<file path="config.mk">
export PLATFORM = sky130hd
export DESIGN_NAME = sync_fifo_buf
export DESIGN_NICKNAME = d
export VERILOG_FILES = /design/src/rtl/fifo_pkg.sv /design/src/rtl/sync_fifo_ram.sv /design/src/rtl/sync_fifo_buf.sv
export SDC_FILE = /design/constraint.sdc
export NUM_CORES = 1
export LEC_CHECK = 0
export ABC_CLOCK_PERIOD_IN_PS = 5000
export BUFFER_PORTS_ARGS = -buffer_cell sky130_fd_sc_hd__buf_2
export CORE_MARGIN = 3
export CORE_UTILIZATION = 50
export DETAILED_ROUTE_END_ITERATION = 8
export PLACE_DENSITY = 0.65
export SETUP_SLACK_MARGIN = 0.3
export SLEW_MARGIN = 10
export SYNTH_ARGS = -nofsm -noshare
export SYNTH_HDL_FRONTEND = slang
export SYNTH_SLANG_ARGS = --single-unit
</file>
<file path="constraint.sdc">
create_clock -name clk -period 5 [get_ports clk]
set_clock_uncertainty 0.2 [all_clocks]
set_input_delay 1 -clock clk [delete_from_list [all_inputs] [get_ports clk]]
set_output_delay 1 -clock clk [all_outputs]
set_load 0.02 [all_outputs]
</file>
<file path="src/rtl/fifo_pkg.sv">
// ---------------------------------------------------------------------------
// fifo_pkg
// Shared helpers for the single-clock FIFO buffer.
//   fifo_depth       : number of words for a given address width
//   fifo_ptrw        : pointer width (one extra wrap bit over the address)
//   ptr_count        : occupancy from write/read pointers, modulo 2^ptrw
//   thresholds_legal : elaboration-time sanity check of the flag thresholds
// ---------------------------------------------------------------------------
package fifo_pkg;

  function automatic int unsigned fifo_depth(input int unsigned addrsize);
    return 32'd1 << addrsize;
  endfunction

  function automatic int unsigned fifo_ptrw(input int unsigned addrsize);
    return addrsize + 32'd1;
  endfunction

  // The pointers carry one wrap bit, so their difference taken modulo
  // 2^ptrw is the occupancy even after either pointer has rolled over.
  function automatic logic [31:0] ptr_count(input logic [31:0] wp,
                                            input logic [31:0] rp,
                                            input int unsigned ptrw);
    logic [31:0] mask;
    mask = (32'd1 << ptrw) - 32'd1;
    return (wp - rp) & mask;
  endfunction

  function automatic bit thresholds_legal(input int unsigned aempty,
                                          input int unsigned afull,
                                          input int unsigned depth);
    return (aempty < afull) && (afull <= depth);
  endfunction

endpackage

</file>
<file path="src/rtl/sync_fifo_ram.sv">
// ---------------------------------------------------------------------------
// sync_fifo_ram
// DEPTH x DATASIZE storage array: one synchronous write port and one
// combinational read port. Contents are never reset.
//   clk    : clock, rising edge
//   w_en   : write strobe (already qualified by the caller)
//   w_addr : write address
//   w_data : write data
//   r_addr : read address
//   r_data : mem[r_addr], combinational
// ---------------------------------------------------------------------------
module sync_fifo_ram #(
  parameter int unsigned DATASIZE = 8,
  parameter int unsigned ADDRSIZE = 4
) (
  input  logic                clk,
  input  logic                w_en,
  input  logic [ADDRSIZE-1:0] w_addr,
  input  logic [DATASIZE-1:0] w_data,
  input  logic [ADDRSIZE-1:0] r_addr,
  output logic [DATASIZE-1:0] r_data
);

  logic [DATASIZE-1:0] mem [2**ADDRSIZE];

  // Storage write; no reset so the array maps onto plain RAM.
  always_ff @(posedge clk) begin
    if (w_en) begin
      mem[w_addr] <= w_data;
    end
  end

  assign r_data = mem[r_addr];

endmodule

</file>
<file path="src/rtl/sync_fifo_buf.sv">
// ---------------------------------------------------------------------------
// sync_fifo_buf
// Single-clock FIFO with occupancy count, full/empty and programmable
// almost-full/almost-empty flags, synchronous flush, overflow/underflow
// pulses and an optional registered read port.
//   clk, rst        : clock (rising edge), async active-high reset
//   flush           : synchronous clear of pointers and pulses
//   w_en, w_data    : write request and data
//   r_en            : read request
//   r_data, r_valid : read data; r_valid only meaningful when OUTREG=1
//   w_full, r_empty : count == DEPTH / count == 0
//   w_almost_full   : count >= AFULL_THRESH
//   r_almost_empty  : count <= AEMPTY_THRESH
//   count           : occupancy 0..DEPTH
//   overflow        : one-cycle pulse after a write attempted while full
//   underflow       : one-cycle pulse after a read attempted while empty
// ---------------------------------------------------------------------------
module sync_fifo_buf
  import fifo_pkg::*;
#(
  parameter int unsigned DATASIZE      = 8,
  parameter int unsigned ADDRSIZE      = 4,
  parameter int unsigned AFULL_THRESH  = 12,
  parameter int unsigned AEMPTY_THRESH = 2,
  parameter int unsigned OUTREG        = 0
) (
  input  logic                clk,
  input  logic                rst,
  input  logic                flush,
  input  logic                w_en,
  input  logic [DATASIZE-1:0] w_data,
  input  logic                r_en,
  output logic [DATASIZE-1:0] r_data,
  output logic                r_valid,
  output logic                w_full,
  output logic                r_empty,
  output logic                w_almost_full,
  output logic                r_almost_empty,
  output logic [ADDRSIZE:0]   count,
  output logic                overflow,
  output logic                underflow
);

  localparam int unsigned DEPTH = fifo_depth(ADDRSIZE);
  localparam int unsigned PTRW  = fifo_ptrw(ADDRSIZE);

  localparam logic [PTRW-1:0] FULL_CNT   = PTRW'(DEPTH);
  localparam logic [PTRW-1:0] AFULL_CNT  = PTRW'(AFULL_THRESH);
  localparam logic [PTRW-1:0] AEMPTY_CNT = PTRW'(AEMPTY_THRESH);

  if (!thresholds_legal(AEMPTY_THRESH, AFULL_THRESH, DEPTH)) begin : g_bad_params
    $error("sync_fifo_buf: need AEMPTY_THRESH < AFULL_THRESH <= DEPTH");
  end

  logic [PTRW-1:0]     w_ptr;
  logic [PTRW-1:0]     r_ptr;
  logic [DATASIZE-1:0] ram_rdata;
  logic                w_accept;
  logic                r_accept;

  // Flags come straight from the pointer registers, so they reflect an
  // operation only after the edge that performed it.
  assign count          = PTRW'(ptr_count(32'(w_ptr), 32'(r_ptr), PTRW));
  assign w_full         = (count == FULL_CNT);
  assign r_empty        = (count == '0);
  assign w_almost_full  = (count >= AFULL_CNT);
  assign r_almost_empty = (count <= AEMPTY_CNT);

  // Flush outranks both requests, so it also blocks the memory write.
  assign w_accept = w_en & ~w_full & ~flush;
  assign r_accept = r_en & ~r_empty & ~flush;

  sync_fifo_ram #(
    .DATASIZE (DATASIZE),
    .ADDRSIZE (ADDRSIZE)
  ) u_ram (
    .clk    (clk),
    .w_en   (w_accept),
    .w_addr (w_ptr[ADDRSIZE-1:0]),
    .w_data (w_data),
    .r_addr (r_ptr[ADDRSIZE-1:0]),
    .r_data (ram_rdata)
  );

  // Pointer advance and error pulses. The pulses are judged on the flags
  // as they stood before the edge, matching the accept decision.
  always_ff @(posedge clk or posedge rst) begin
    if (rst) begin
      w_ptr     <= '0;
      r_ptr     <= '0;
      overflow  <= 1'b0;
      underflow <= 1'b0;
    end else if (flush) begin
      w_ptr     <= '0;
      r_ptr     <= '0;
      overflow  <= 1'b0;
      underflow <= 1'b0;
    end else begin
      if (w_accept) begin
        w_ptr <= w_ptr + 1'b1;
      end
      if (r_accept) begin
        r_ptr <= r_ptr + 1'b1;
      end
      overflow  <= w_en & w_full;
      underflow <= r_en & r_empty;
    end
  end

  if (OUTREG != 0) begin : g_outreg
    logic [DATASIZE-1:0] r_data_q;
    logic                r_valid_q;

    // Registered read port: capture the head word on an accepted read;
    // r_data holds between reads and across a flush.
    always_ff @(posedge clk or posedge rst) begin
      if (rst) begin
        r_data_q  <= '0;
        r_valid_q <= 1'b0;
      end else if (flush) begin
        r_valid_q <= 1'b0;
      end else if (r_accept) begin
        r_data_q  <= ram_rdata;
        r_valid_q <= 1'b1;
      end else begin
        r_valid_q <= 1'b0;
      end
    end

    assign r_data  = r_data_q;
    assign r_valid = r_valid_q;
  end else begin : g_showahead
    assign r_data  = ram_rdata;
    assign r_valid = 1'b0;
  end

endmodule
</file>
==> impl_metrics.csv <==
group,metric,value,unit
outcome,status,"finished, final reports clean",
critical_path,cp-end-kind,"primary output",
global_route,grt_use_total,20.70,%
clock_network,clock_path_buffers,2,
clock_network,cts_resized,0,
power,p_seq_share,37.1,%
route,antenna_left,0,
placed_design,place_congestion,0.8677,
logic_synthesis,ys_seq_elements,140,
route,dr.pass1.iters,4,
critical_path,critical_path_peak_fanout,11,
sta,setup_tns,0,ps
clock_network,htreeDepth,4,
floorplanning,core,11560,um^2
global_route,grt_overflow,0,
sta,slew_headroom,27.92,%
logic_synthesis,synthFlopType,"edfxtp_1",
logic_synthesis,synth-async-reset-ratio,8.571,%
logic_synthesis,synth.distinct_cells,43,
cells_and_area,area_delta_synth_final,14.67,%
floorplanning,num_rows,39,
floorplanning,num_io_pins,33,
sta,setup_ws,524.2,ps
clock_network,cts_hold_buffers,0,
sta,rsz0062_at_grt,"false",
cells_and_area,final_common_cell,"edfxtp_1",
sta,hold_viol,0,
logic_synthesis,syn_nets,370,
global_route,grt_max_degree,37,
critical_path,cp_slowest_cell,"dfrtp_1",
placed_design,place_ws,1012,ps
logic_synthesis,synth_area,6012,um^2
logic_synthesis,netlist_instances,347,
floorplanning,die_h,115.7,um
logic_synthesis,synth_edf_count,128,
logic_synthesis,ys_warn_count,0,
global_route,antenna_found_initial,0,
floorplanning,die_area,13380,um^2
global_route,grt_pass1_wl,19460,um
cells_and_area,multiInputGateArea,1773,um^2
sta,worst_hold_slack,399.1,ps
critical_path,critical_path.cell_chain,"inv_1 > ha_1 > nor2_1 > a21oi_2 > xor2_2 > inv_2 > a2111oi_2 > buf_2",
clock_network,clkSinkCount,140,
placed_design,dp_cells,513,
min_path,hp-class,"in -> async",
cells_and_area,regArea,4145,um^2
flow_run,cap_violations,0,
critical_path,cpPeakStageDelay,610,ps
cells_and_area,drive_above_1_share,29.93,%
sta,final.min_clock_period,4476,ps
sta,timing.final.max_slew_violations,0,
sta,finalSetupViolCount,0,
route,drc,0,
power,swShare,32.42,%
sta,finalCritPeriodShare,89.52,%
sta,fmax,223.4,MHz
power,ir_drop,252.5,uV
logic_synthesis,syn_avg_cell_area,17.33,um^2
sta,tightest_slew,1072,ps
route,avgRoutedWirePerCell,22.99,um
cells_and_area,fillers,835,
clock_network,clock_latency,420,ps
clock_network,post_cts_buffers,0,
power,combPwrFrac,32.0,%
floorplanning,fp.dieW,115.7,um
power,switching_power,1176,uW
critical_path,crit_type,"reg -> out",
power,power.density,526.0,nW/um^2
route,vias_per_cell,5.805,
critical_path,start_kind,"flip-flop",
power,power_leakage,0.002386,uW
clock_network,clock-root-buffer,"clkbuf_16",
route,drt_iter0_drc,248,
placed_design,port_buffers,31,
clock_network,path_clk_slew,60,ps
power,p_clk_share,30.8,%
cells_and_area,layout.cells.non_filler,544,
logic_synthesis,ys_seq_area_share,68.93,%
floorplanning,initial_utilization,51.99,%
power,p_int,2451,uW
clock_network,cts_buffers,17,
clock_network,cts_tree,"done",
placed_design,dp_hpwl,8048,um
cells_and_area,diodes,0,
route,routed-via-count,3158,
cells_and_area,final_cell_mix,"edfxtp_1, nand2_1, mux4_2",
global_route,grt_pass1_vias,3287,
route,wl,12510,um
cells_and_area,layout.nets,412,
critical_path,required,3800,ps
critical_path,critical_path_arrival,3280,ps
cells by family (layout without fill, tap and decap cells):
kind of cell	after synthesis	after routing	synth area share (%)
adders and majority gates	10	10	2.206
buffers and inverters	30	84	2.102
xor gates and xnor gates	4	4	0.8327
and+or+nand+nor	97	97	8.637
DFF	140	140	68.93
other	1	1	0.06238
AOI/OAI and AO/OA	21	21	2.997
muxes	44	44	14.24
power groups by stage:
stage               Combinational, uW  Sequential, uW  Clock (uW)
floorplan                         866            1360           0
global placement                 1160            1370           0
detailed placement               1170            1370           0
CTS                              1170            1350        1130
global route                     1260            1350        1190
finish                           1160            1350        1120
worst max-delay path: cells and delay by family (launching register included):
kind	cells	cell delay, ps
AO/OA/AOI/OAI	2	520
buffers and inverters	3	750
adder cells (fa/ha/maj)	1	460
AND/OR/NAND/NOR	1	70
flip-flops	1	610
XOR/XNOR	1	430
path summary, 6_finish.rpt:
| path | from | end | slack [ps] | cells after the start |
|---|---|---|---|---|
| min reg2reg | w_ptr[1] | w_ptr[1] | 450 | 2 |
| max in group asynchronous | rst | r_ptr[0] | 3820 | 2 |
| max | r_ptr[3] | r_almost_empty | 520 | 8 |
| max reg2reg | r_ptr[3] | u_ram.mem[6][0] | 990 | 7 |
| min in group clk | w_ptr[1] | w_ptr[1] | 450 | 2 |
| min | rst | r_ptr[3] | 400 | 2 |
layer usage:
layer | track usage [%] | routed length (um) | vias to the layer above
li1 | - | - | 1437
met1 | 27.23 | 5365 | 1609
met2 | 32.83 | 6178 | 88
met3 | 5.692 | 656 | 24
met4 | 8.894 | 306 | 0
met5 | 0 | 0 | -
final cells by class:
type	count	share of cell area (%)
Clock inverter	9	1.071
Multi-Input combinational cell	177	25.72
Clock buffer	22	6.443
Inverter	11	0.5989
Tap cell	143	2.595
Timing Repair Buffer	42	3.448
Sequential cell	140	60.13
registers in the layout, summed over array words and instances (netlist names):
register,flops
u_ram.mem,128
underflow,1
r_ptr,5
overflow,1
w_ptr,5
metrics by stage:
stage / instance area, um^2 / power (uW) / util (%)
final: 6894 / 3626 / 59.61
after global routing: 6894 / 3801 / 59.61
after CTS: 6894 / 3654 / 59.61
after detailed placement: 6376 / 2539 / 55.13
after global placement: 6376 / 2527 / 55.13
after floorplan: 6012 / 2225 / -
cell usage after synthesis, drive strengths merged (2+ instances only):
cell,number,area (um^2)
xor2,3,33.79
nand2b,10,62.56
mux4,32,720.7
inv,10,37.53
a21boi,2,18.77
a21oi,4,23.77
nor4b,5,43.79
a2111oi,2,42.54
dfrtp,12,300.3
nand2,35,131.4
ha,9,112.6
nor3,4,20.02
a211oi,2,20.02
clkbuf,11,41.29
nor2b,4,25.02
buf,8,43.78
edfxtp,128,3844
mux2,9,105.1
a31oi,8,50.05
nand3,2,10.01
nor2,18,67.56
nor4,9,93.84
mux2i,3,30.03
and3,8,50.05
(Power assumes the default switching activity.)
